===== src/rtl/seg_codes_pkg.sv =====
// Shared digit codes, formatter FSM states and constant helpers for the
// seven-segment display path (formatter and decoder).
package seg_codes_pkg;

    localparam logic [3:0] CODE_DASH  = 4'hA;
    localparam logic [3:0] CODE_ERR   = 4'hE;
    localparam logic [3:0] CODE_BLANK = 4'hF;

    typedef enum logic [1:0] {
        ST_IDLE,
        ST_CONV,
        ST_FORMAT
    } fmt_state_e;

    function automatic logic [31:0] pow10(input int n);
        logic [31:0] r;
        r = 32'd1;
        for (int i = 0; i < n; i++) begin
            r = r * 32'd10;
        end
        return r;
    endfunction

endpackage


===== src/rtl/bin2bcd_seq.sv =====
// Sequential shift-and-add-3 binary to BCD converter: one bit per clock,
// WIDTH shifts after start, then a one-cycle valid pulse with bcd held stable.
module bin2bcd_seq #(
    parameter int WIDTH      = 14,
    parameter int NUM_DIGITS = 4
) (
    input  logic                    clk,
    input  logic                    rst_n,
    input  logic                    start,
    input  logic [WIDTH-1:0]        bin,
    output logic                    busy,
    output logic [NUM_DIGITS*4-1:0] bcd,
    output logic                    valid
);

    localparam int BCD_W = NUM_DIGITS * 4;
    localparam int CNT_W = $clog2(WIDTH + 1);

    logic [WIDTH-1:0] bin_q, bin_d;
    logic [BCD_W-1:0] bcd_q, bcd_d, adj;
    logic [CNT_W-1:0] cnt_q, cnt_d;
    logic             busy_q, busy_d;
    logic             valid_q, valid_d;

    always_comb begin
        bin_d   = bin_q;
        bcd_d   = bcd_q;
        cnt_d   = cnt_q;
        busy_d  = busy_q;
        valid_d = 1'b0;
        adj     = bcd_q;
        for (int i = 0; i < NUM_DIGITS; i++) begin
            if (adj[i*4 +: 4] >= 4'd5) begin
                adj[i*4 +: 4] = adj[i*4 +: 4] + 4'd3;
            end
        end
        if (start) begin
            bin_d  = bin;
            bcd_d  = '0;
            cnt_d  = CNT_W'(WIDTH);
            busy_d = 1'b1;
        end else if (busy_q) begin
            bcd_d = {adj[BCD_W-2:0], bin_q[WIDTH-1]};
            bin_d = bin_q << 1;
            cnt_d = cnt_q - CNT_W'(1);
            if (cnt_q == CNT_W'(1)) begin
                busy_d  = 1'b0;
                valid_d = 1'b1;
            end
        end
    end

    always_ff @(posedge clk or negedge rst_n) begin
        if (!rst_n) begin
            cnt_q   <= '0;
            busy_q  <= 1'b0;
            valid_q <= 1'b0;
        end else begin
            cnt_q   <= cnt_d;
            busy_q  <= busy_d;
            valid_q <= valid_d;
        end
    end

    always_ff @(posedge clk) begin
        bin_q <= bin_d;
        bcd_q <= bcd_d;
    end

    assign busy  = busy_q;
    assign bcd   = bcd_q;
    assign valid = valid_q;

endmodule


===== src/rtl/seg_display_formatter.sv =====
// Converts a signed value (or error flag) to per-digit display codes and
// scans them onto one shared seven-segment decoder with a one-hot select.
module seg_display_formatter
    import seg_codes_pkg::*;
#(
    parameter int WIDTH      = 14,
    parameter int NUM_DIGITS = 4,
    parameter int SCAN_DIV   = 50000
) (
    input  logic                    clk,
    input  logic                    rst_n,
    input  logic signed [WIDTH-1:0] value_in,
    input  logic                    error_in,
    input  logic                    load,
    output logic                    busy,
    output logic                    done,
    output logic [3:0]              digit_code,
    output logic [NUM_DIGITS-1:0]   digit_sel
);

    localparam int CNT_W = (SCAN_DIV > 1) ? $clog2(SCAN_DIV) : 1;
    localparam int IDX_W = (NUM_DIGITS > 1) ? $clog2(NUM_DIGITS) : 1;
    localparam logic [31:0] POS_MAX = pow10(NUM_DIGITS) - 32'd1;
    localparam logic [31:0] NEG_MAX = pow10(NUM_DIGITS - 1) - 32'd1;

    typedef logic [NUM_DIGITS-1:0][3:0] disp_t;

    fmt_state_e             state_q, state_d;
    logic                   busy_q, busy_d;
    logic                   done_q, done_d;
    logic                   sign_q, sign_d;
    logic                   err_q, err_d;
    logic [WIDTH-1:0]       mag_q, mag_d;
    disp_t                  disp_q, disp_d, shadow;
    logic [CNT_W-1:0]       scan_cnt_q, scan_cnt_d;
    logic [IDX_W-1:0]       idx_q, idx_d;
    logic [NUM_DIGITS-1:0]  sel_q, sel_d;
    logic [3:0]             code_q, code_d;

    logic [WIDTH-1:0]          mag_in;
    logic                      eng_start, eng_busy, eng_valid;
    logic [NUM_DIGITS*4-1:0]   eng_bcd;
    logic [31:0]               mag_ext;
    logic                      ovf, lead;
    logic                      scan_wrap;

    // Two's complement magnitude as unsigned: the most negative value maps to 2^(WIDTH-1).
    assign mag_in    = value_in[WIDTH-1] ? WIDTH'(-value_in) : WIDTH'(value_in);
    assign eng_start = load && (state_q == ST_IDLE);
    assign mag_ext   = 32'(mag_q);

    bin2bcd_seq #(
        .WIDTH     (WIDTH),
        .NUM_DIGITS(NUM_DIGITS)
    ) u_bin2bcd (
        .clk  (clk),
        .rst_n(rst_n),
        .start(eng_start),
        .bin  (mag_in),
        .busy (eng_busy),
        .bcd  (eng_bcd),
        .valid(eng_valid)
    );

    always_comb begin
        ovf    = sign_q ? (mag_ext > NEG_MAX) : (mag_ext > POS_MAX);
        lead   = 1'b1;
        shadow = {NUM_DIGITS{CODE_BLANK}};
        if (err_q || ovf) begin
            shadow[NUM_DIGITS-1] = CODE_ERR;
        end else begin
            for (int i = NUM_DIGITS - 1; i >= 0; i--) begin
                if (sign_q && (i == NUM_DIGITS - 1)) begin
                    shadow[i] = CODE_DASH;
                end else if (lead && (i != 0) && (eng_bcd[i*4 +: 4] == 4'd0)) begin
                    shadow[i] = CODE_BLANK;
                end else begin
                    shadow[i] = eng_bcd[i*4 +: 4];
                    lead      = 1'b0;
                end
            end
        end
    end

    always_comb begin
        state_d = state_q;
        busy_d  = busy_q;
        done_d  = 1'b0;
        sign_d  = sign_q;
        err_d   = err_q;
        mag_d   = mag_q;
        disp_d  = disp_q;
        case (state_q)
            ST_IDLE: begin
                if (load) begin
                    sign_d  = value_in[WIDTH-1];
                    err_d   = error_in;
                    mag_d   = mag_in;
                    busy_d  = 1'b1;
                    state_d = ST_CONV;
                end
            end
            ST_CONV: begin
                if (eng_valid && !eng_busy) begin
                    state_d = ST_FORMAT;
                end
            end
            ST_FORMAT: begin
                disp_d  = shadow;
                done_d  = 1'b1;
                busy_d  = 1'b0;
                state_d = ST_IDLE;
            end
            default: state_d = ST_IDLE;
        endcase
    end

    // Scanner free-runs; select and code are registered from next-state so they move together.
    always_comb begin
        scan_wrap  = (scan_cnt_q == CNT_W'(SCAN_DIV - 1));
        scan_cnt_d = scan_wrap ? '0 : scan_cnt_q + CNT_W'(1);
        idx_d      = idx_q;
        if (scan_wrap) begin
            idx_d = (idx_q == IDX_W'(NUM_DIGITS - 1)) ? '0 : idx_q + IDX_W'(1);
        end
        sel_d        = '0;
        sel_d[idx_d] = 1'b1;
        code_d       = disp_d[idx_d];
    end

    always_ff @(posedge clk or negedge rst_n) begin
        if (!rst_n) begin
            state_q    <= ST_IDLE;
            busy_q     <= 1'b0;
            done_q     <= 1'b0;
            disp_q     <= {NUM_DIGITS{CODE_BLANK}};
            scan_cnt_q <= '0;
            idx_q      <= '0;
            sel_q      <= NUM_DIGITS'(1);
            code_q     <= CODE_BLANK;
        end else begin
            state_q    <= state_d;
            busy_q     <= busy_d;
            done_q     <= done_d;
            disp_q     <= disp_d;
            scan_cnt_q <= scan_cnt_d;
            idx_q      <= idx_d;
            sel_q      <= sel_d;
            code_q     <= code_d;
        end
    end

    always_ff @(posedge clk) begin
        sign_q <= sign_d;
        err_q  <= err_d;
        mag_q  <= mag_d;
    end

    assign busy       = busy_q;
    assign done       = done_q;
    assign digit_code = code_q;
    assign digit_sel  = sel_q;

endmodule


===== config.mk =====
export PLATFORM = sky130hd
export DESIGN_NAME = seg_display_formatter
export DESIGN_NICKNAME = d
export VERILOG_FILES = /design/src/rtl/seg_codes_pkg.sv /design/src/rtl/bin2bcd_seq.sv /design/src/rtl/seg_display_formatter.sv
export SDC_FILE = /design/constraint.sdc
export NUM_CORES = 1
export LEC_CHECK = 0
export BUFFER_PORTS_ARGS = -buffer_cell sky130_fd_sc_hd__buf_2
export CAP_MARGIN = 20
export CORE_MARGIN = 5
export CORE_UTILIZATION = 40
export DETAILED_ROUTE_END_ITERATION = 7
export PLACE_DENSITY = 0.63
export SYNTH_ARGS = -nofsm -noshare
export SYNTH_HDL_FRONTEND = slang
export SYNTH_HIERARCHICAL = 1
export SYNTH_SLANG_ARGS = --single-unit

===== constraint.sdc =====
create_clock -name clk -period 2.3 [get_ports clk]
set_input_delay 0.46 -clock clk [delete_from_list [all_inputs] [get_ports clk]]
set_output_delay 0.46 -clock clk [all_outputs]
set_load 0.02 [all_outputs]

After elaboration in Yosys (flattened, before gate mapping)
Index checks and enable logic that the tools add are counted.

Logic and storage cells: 99. Input port bits: 18. Bits in registers: 98. Output and inout port bits: 10.

Equal/unequal tests: 7. Mux-type cells: 41. Order comparisons: 8. Add/subtract/negate cells: 8. Reductions and logical operators: 16.

Operators by type and width (number): 2-to-1 mux 4 bit (11); 2-to-1 mux 14 bit (3); 2-to-1 mux 16 bit (2); adder 16 x 1 -> 16 bit, second input constant (1); equality test 16 bit, second input constant (1); greater-or-equal comparator 4 x 3 -> 1 bit, second input constant (4); 2-to-1 mux 1 bit (15); > comparator 14 x 10 -> 1 bit, second input constant (1); > comparator 14 bit, second input constant (1); negation 14 bit (1); adder 4 x 2 -> 4 bit, second input constant (3); zero test 4 bit (3); 2-to-1 mux 12 bit (1); binary-select mux 4 bit (select 2 bit) (1); 2-to-1 mux 2 bit (4); AND reduction 2 bit (3); logical AND 1 bit (5); equality test 2 bit, second input constant (2); equality test 4 x 1 -> 1 bit, second input constant (1); != test 2 bit, second input constant (2); one-hot mux 2 bit (2 select lines) (1); nonzero test 2 bit (2); subtractor 4 x 1 -> 4 bit, second input constant (1); adder 3 x 2 -> 3 bit, second input constant (1); 10 further kinds (10).

Logic depth before layout (Yosys ltp)
Depth in word-level cells: 13. Depth in mapped cells: 7. Gate-level depth less buffers: 7.

Modules after synthesis
The synthesis kept the hierarchy.

By module, submodules not included: seg_display_formatter (cells each 237, instances 1, area an instance 2727.6 µm², seq. area each 1567.8 µm²); bin2bcd_seq (cells each 173, instances 1, area an instance 1840.5 µm², seq. area each 890.9 µm²).

Worst setup path before layout
Ideal clock, no wire load.

Path type: register to register. From: register state_q[0]. To: register u_bin2bcd.bin_q[0], enable pin. Setup time: 327 ps. Path buffers: 2. Arrival: 2059 ps. Clock period less this slack: 2386 ps. Path slack: -86 ps. Required time: 1973 ps. Cell stages (with the launch flop): 6. Cell sequence: dfrtp_1 > nand2b_1 > nor2_1 > buf_2 > buf_2 > or2_2.

Longest elaborated chain between the ends: 3.

RTL lines: start, declared (line seg_display_formatter.sv:28) `fmt_state_e state_q, state_d;`; start signal, assigned (line seg_display_formatter.sv:142) `state_q <= state_d;`; zero test 2 bit (line seg_display_formatter.sv:49) `assign eng_start = load && (state_q == ST_IDLE);`; logical AND 1 bit (line seg_display_formatter.sv:49); net eng_start (line seg_display_formatter.sv:41) `logic eng_start, eng_busy, eng_valid;`; nonzero test 2 bit (no source line); end signal, assigned (line bin2bcd_seq.sv:66) `bin_q <= bin_d;`; end, declared (line bin2bcd_seq.sv:19) `logic [WIDTH-1:0] bin_q, bin_d;`.

The timed path passes the listed nets, and every way through them passes these cells. A chain may end at the register's enable or synchronous reset.

Final worst setup path
From: register scan_cnt_q[13]. To: register code_q[3] (netlist: digit_code[3]).

Longest elaborated chain between the ends: 4.

RTL lines: start, declared (line seg_display_formatter.sv:35) `logic [CNT_W-1:0] scan_cnt_q, scan_cnt_d;`; start signal, assigned (line seg_display_formatter.sv:146) `scan_cnt_q <= scan_cnt_d;`; equality test 16 bit (line seg_display_formatter.sv:120) `scan_wrap = (scan_cnt_q == CNT_W'(SCAN_DIV - 1));`; 2-to-1 mux 2 bit (line seg_display_formatter.sv:123) `if (scan_wrap) begin`; net idx_d[0] (line seg_display_formatter.sv:36) `logic [IDX_W-1:0] idx_q, idx_d;`; binary-select mux 4 bit (select 2 bit) (line seg_display_formatter.sv:128) `code_d = disp_d[idx_d];`; 2-to-1 mux 4 bit (implied by the code) (line seg_display_formatter.sv:128); net code_d[3] (line seg_display_formatter.sv:38) `logic [3:0] code_q, code_d;`; end signal, assigned (line seg_display_formatter.sv:149) `code_q <= code_d;`; end, declared (line seg_display_formatter.sv:38).

The timed path passes the listed nets, and every way through them passes these cells. The select of a mux whose other input is x is not followed.

==> qor.csv <==
metric,value,unit
async_flop_share,54.74,%
finalClockSkew,0.007291,ns
dr.pass1.iters,4,
cts-root-buf,clkbuf_16,
clock-sinks,95,
drt_iter0_drc,189,
htree_levels,3,
core_area,0.01132,mm²
clock_path_buffers,2,
cts_tree,yes,
grt_pass1_vias,3193,
gp_congestion,0.8164,
ys_warn_count,6,
ios,28,
avgSynthCellArea,11.14,µm²
synth_edf_count,27,
period_share,95.13,%
ff2ff_setup_slack,0.11,ns
powerDensity,1119,mW/mm²
grt_max_degree,53,
cp_num_buf_inv,0,
cp.required,2.58,ns
crit_path_max_fanout,5,
nets,485,
die_h,116.9,µm
max_cap_violations,0,
die-area,0.01366,mm²
fin_crit,2.188,ns
max_slew.worst_pin.slew,0.6486,ns
dominantRegCellSynth,dfrtp_1,
syn_area,0.004568,mm²
status,finished clean,
max_freq,0.4570,GHz
area_growth_syn_to_layout,15.83,%
io_buffers,27,
netlist_instances,410,
final_cells,602,
crit_family,simple AND/OR/NAND/NOR gates,
dp_cells,586,
postCtsSetupBuffers,0,
setup_viol,0,
whs,0.2309,ns
mostFrequentLayoutCell,inv_1,
dp_hpwl,6335,µm
grt_antenna_before_repair,0,
drc,0,
synth_nets,441,
grt_pass1_wl,14850,µm
finalHoldViolCount,0,
irDropWorstVdd,0.0006352,V
initial_core_util,40.35,%
hold_class,in2async,
cp_cell_sequence,"nor4bb_2, and4_4, mux2_2, or2_2, o22ai_1, a211o_1",
worstPathArrival,2.47,ns
grt-ovfl-total,0,
placementRows,39,
cp-start-kind,flip-flop,
critical_path.max_stage_delay,0.40,ns
routed_wl,8833,µm
finalPower,5.923,mW
numCtsBuffers,9,
final_max_slew_viol_count,0,
ant_nets,0,
slew_headroom,56.76,%
via_per_inst,5.306,
dr_total_vias,3194,
clk_transition_reported_paths,0.06,ns
synth_cell_types,56,
criticalPathCategory,reg2reg,
slowest_stage,dfrtp_1,
synth.yosys.seq_area_share,53.82,%
p_leak,2.208,nW
cts-hold-fix-buffers,0,
final_layout_size_suffix_gt1_share,26.80,%
rsz0062_at_grt,false,
grt_usage,13.83,%
diodes,0,
routedWlPerCell,14.67,µm
clock_latency,0.34,ns
ys_seq_elements,95,
mostFrequentLayoutCells,"inv_1 (32), dfrtp_1 (31), nor2_1 (29), edfxtp_1 (27), buf_2 (27)",
die_width,116.9,µm
endpoint_kind,flip-flop,
-- power by group --
group	internal [mW]	total, mW	switching (mW)	leakage, nW
Combinational	0.814	1.73	0.918	1.05
Sequential	2.29	2.71	0.421	1.00
Clock	0.884	1.48	0.600	0.154
-- timing repair --
item,in CTS,in global routing
gates resized for setup,1,3
setup endpoints to repair,4,4
endpoints found under the hold margin,0,0
pin swaps,0,1
-- per-layer routing --
layer	track usage [%]	vias to the layer above	routed length, µm
li1	-	1587	-
met1	17.44	1552	4075
met2	22.64	49	4324
met3	3.856	6	323
met4	5.352	0	109
met5	0	-	0
-- cell families (layout without fill, tap and decap cells) --
group                    after synthesis  count (layout)  synth area share, %
XOR/XNOR                              27              27                5.177
flip-flops                            95              95                53.82
buffers and inverters                 45              94                3.971
AO/OA/AOI/OAI                         83              83                13.78
adder cells (fa/ha/maj)               13              13                3.561
multiplexers                          16              16                3.917
AND/OR/NAND/NOR                      131             131                15.78
-- final timing paths --
kind	from	cells after the start	to
setup reg to reg	scan_cnt_q[13]	6	digit_code[3]
hold / removal	rst_n	2	scan_cnt_q[12]
min in group clk	error_in	1	err_q
hold reg to reg	scan_cnt_q[0]	1	scan_cnt_q[0]
max in group asynchronous	rst_n	2	digit_sel[2]
setup / recovery	scan_cnt_q[13]	6	digit_code[3]
-- per-stage QoR --
| step | util, % | instance area, µm² | TNS [ns] | worst slack (ns) |
|---|---|---|---|---|
| finish | 46.74 | 5291 | 0 | 0.1119 |
| global route | 46.74 | 5291 | 0 | 0.01242 |
| CTS | 46.66 | 5283 | 0 | 0.03490 |
| detailed placement | 43.91 | 4971 | -0.4034 | -0.1377 |
| global placement | 43.91 | 4971 | -0.2464 | -0.1215 |
| floorplan | - | 4571 | 0 | 0.01442 |
-- cells in the mapped netlist (3+ instances only) --
cell | instances | area (µm²)
o22ai_1 | 12 | 75.07
mux2_2 | 15 | 168.9
o21ai_2 | 6 | 52.55
clkbuf_1 | 4 | 15.01
o32ai_1 | 7 | 61.31
a311oi_2 | 3 | 45.04
nor2b_1 | 3 | 18.77
o21ai_0 | 13 | 65.06
edfxtp_1 | 27 | 810.8
nand4_1 | 4 | 25.02
nand2_1 | 22 | 82.58
a21oi_1 | 15 | 75.07
dfrtp_1 | 31 | 775.7
or4_4 | 3 | 33.78
inv_1 | 32 | 120.1
nor2_1 | 30 | 112.6
nor3_1 | 12 | 60.06
nor4_1 | 7 | 43.79
dfstp_2 | 21 | 551.8
xor2_1 | 8 | 70.07
nand2b_1 | 10 | 62.56
or2_2 | 3 | 18.77
a211o_1 | 3 | 26.28
nor4b_1 | 3 | 26.28
xnor2_1 | 19 | 166.4
and3_1 | 6 | 37.54
buf_2 | 7 | 35.03
ha_1 | 13 | 162.7
o22a_1 | 4 | 35.03
or3_1 | 4 | 25.02
nand3_1 | 9 | 45.04
dfxtp_1 | 16 | 320.3
o32a_1 | 5 | 50.05
-- worst register-to-register path, cell delays in order (launching register included) --
cell,delay (ns)
dfrtp_1,0.40
nor4bb_2,0.38
and4_4,0.32
mux2_2,0.37
or2_2,0.35
o22ai_1,0.19
a211o_1,0.13
-- flip-flops by register name (all words and copies together) (netlist names) --
| signal | flops |
|---|---|
| disp_q | 16 |
| scan_cnt_q | 16 |
| u_bin2bcd/bcd | 16 |
| u_bin2bcd/bin_q | 14 |
| mag_q | 11 |
| digit_code | 4 |
| digit_sel | 4 |
| u_bin2bcd/cnt_q | 4 |
| idx_q | 2 |
| state_q | 2 |
| busy | 1 |
| done | 1 |
| err_q | 1 |
| sign_q | 1 |
| u_bin2bcd/busy | 1 |
| u_bin2bcd/valid | 1 |
-- cell type report --
cell class | count | area (µm²)
fill | 1054 | 6030
sequential | 95 | 2459
multi-input combinational | 270 | 1951
clock buffer | 14 | 295.3
timing repair buffer | 46 | 277.8
tap | 143 | 178.9
inverter | 32 | 120.1
clock inverter | 2 | 10.01
Note: power is estimated with default switching activity, not from simulation.
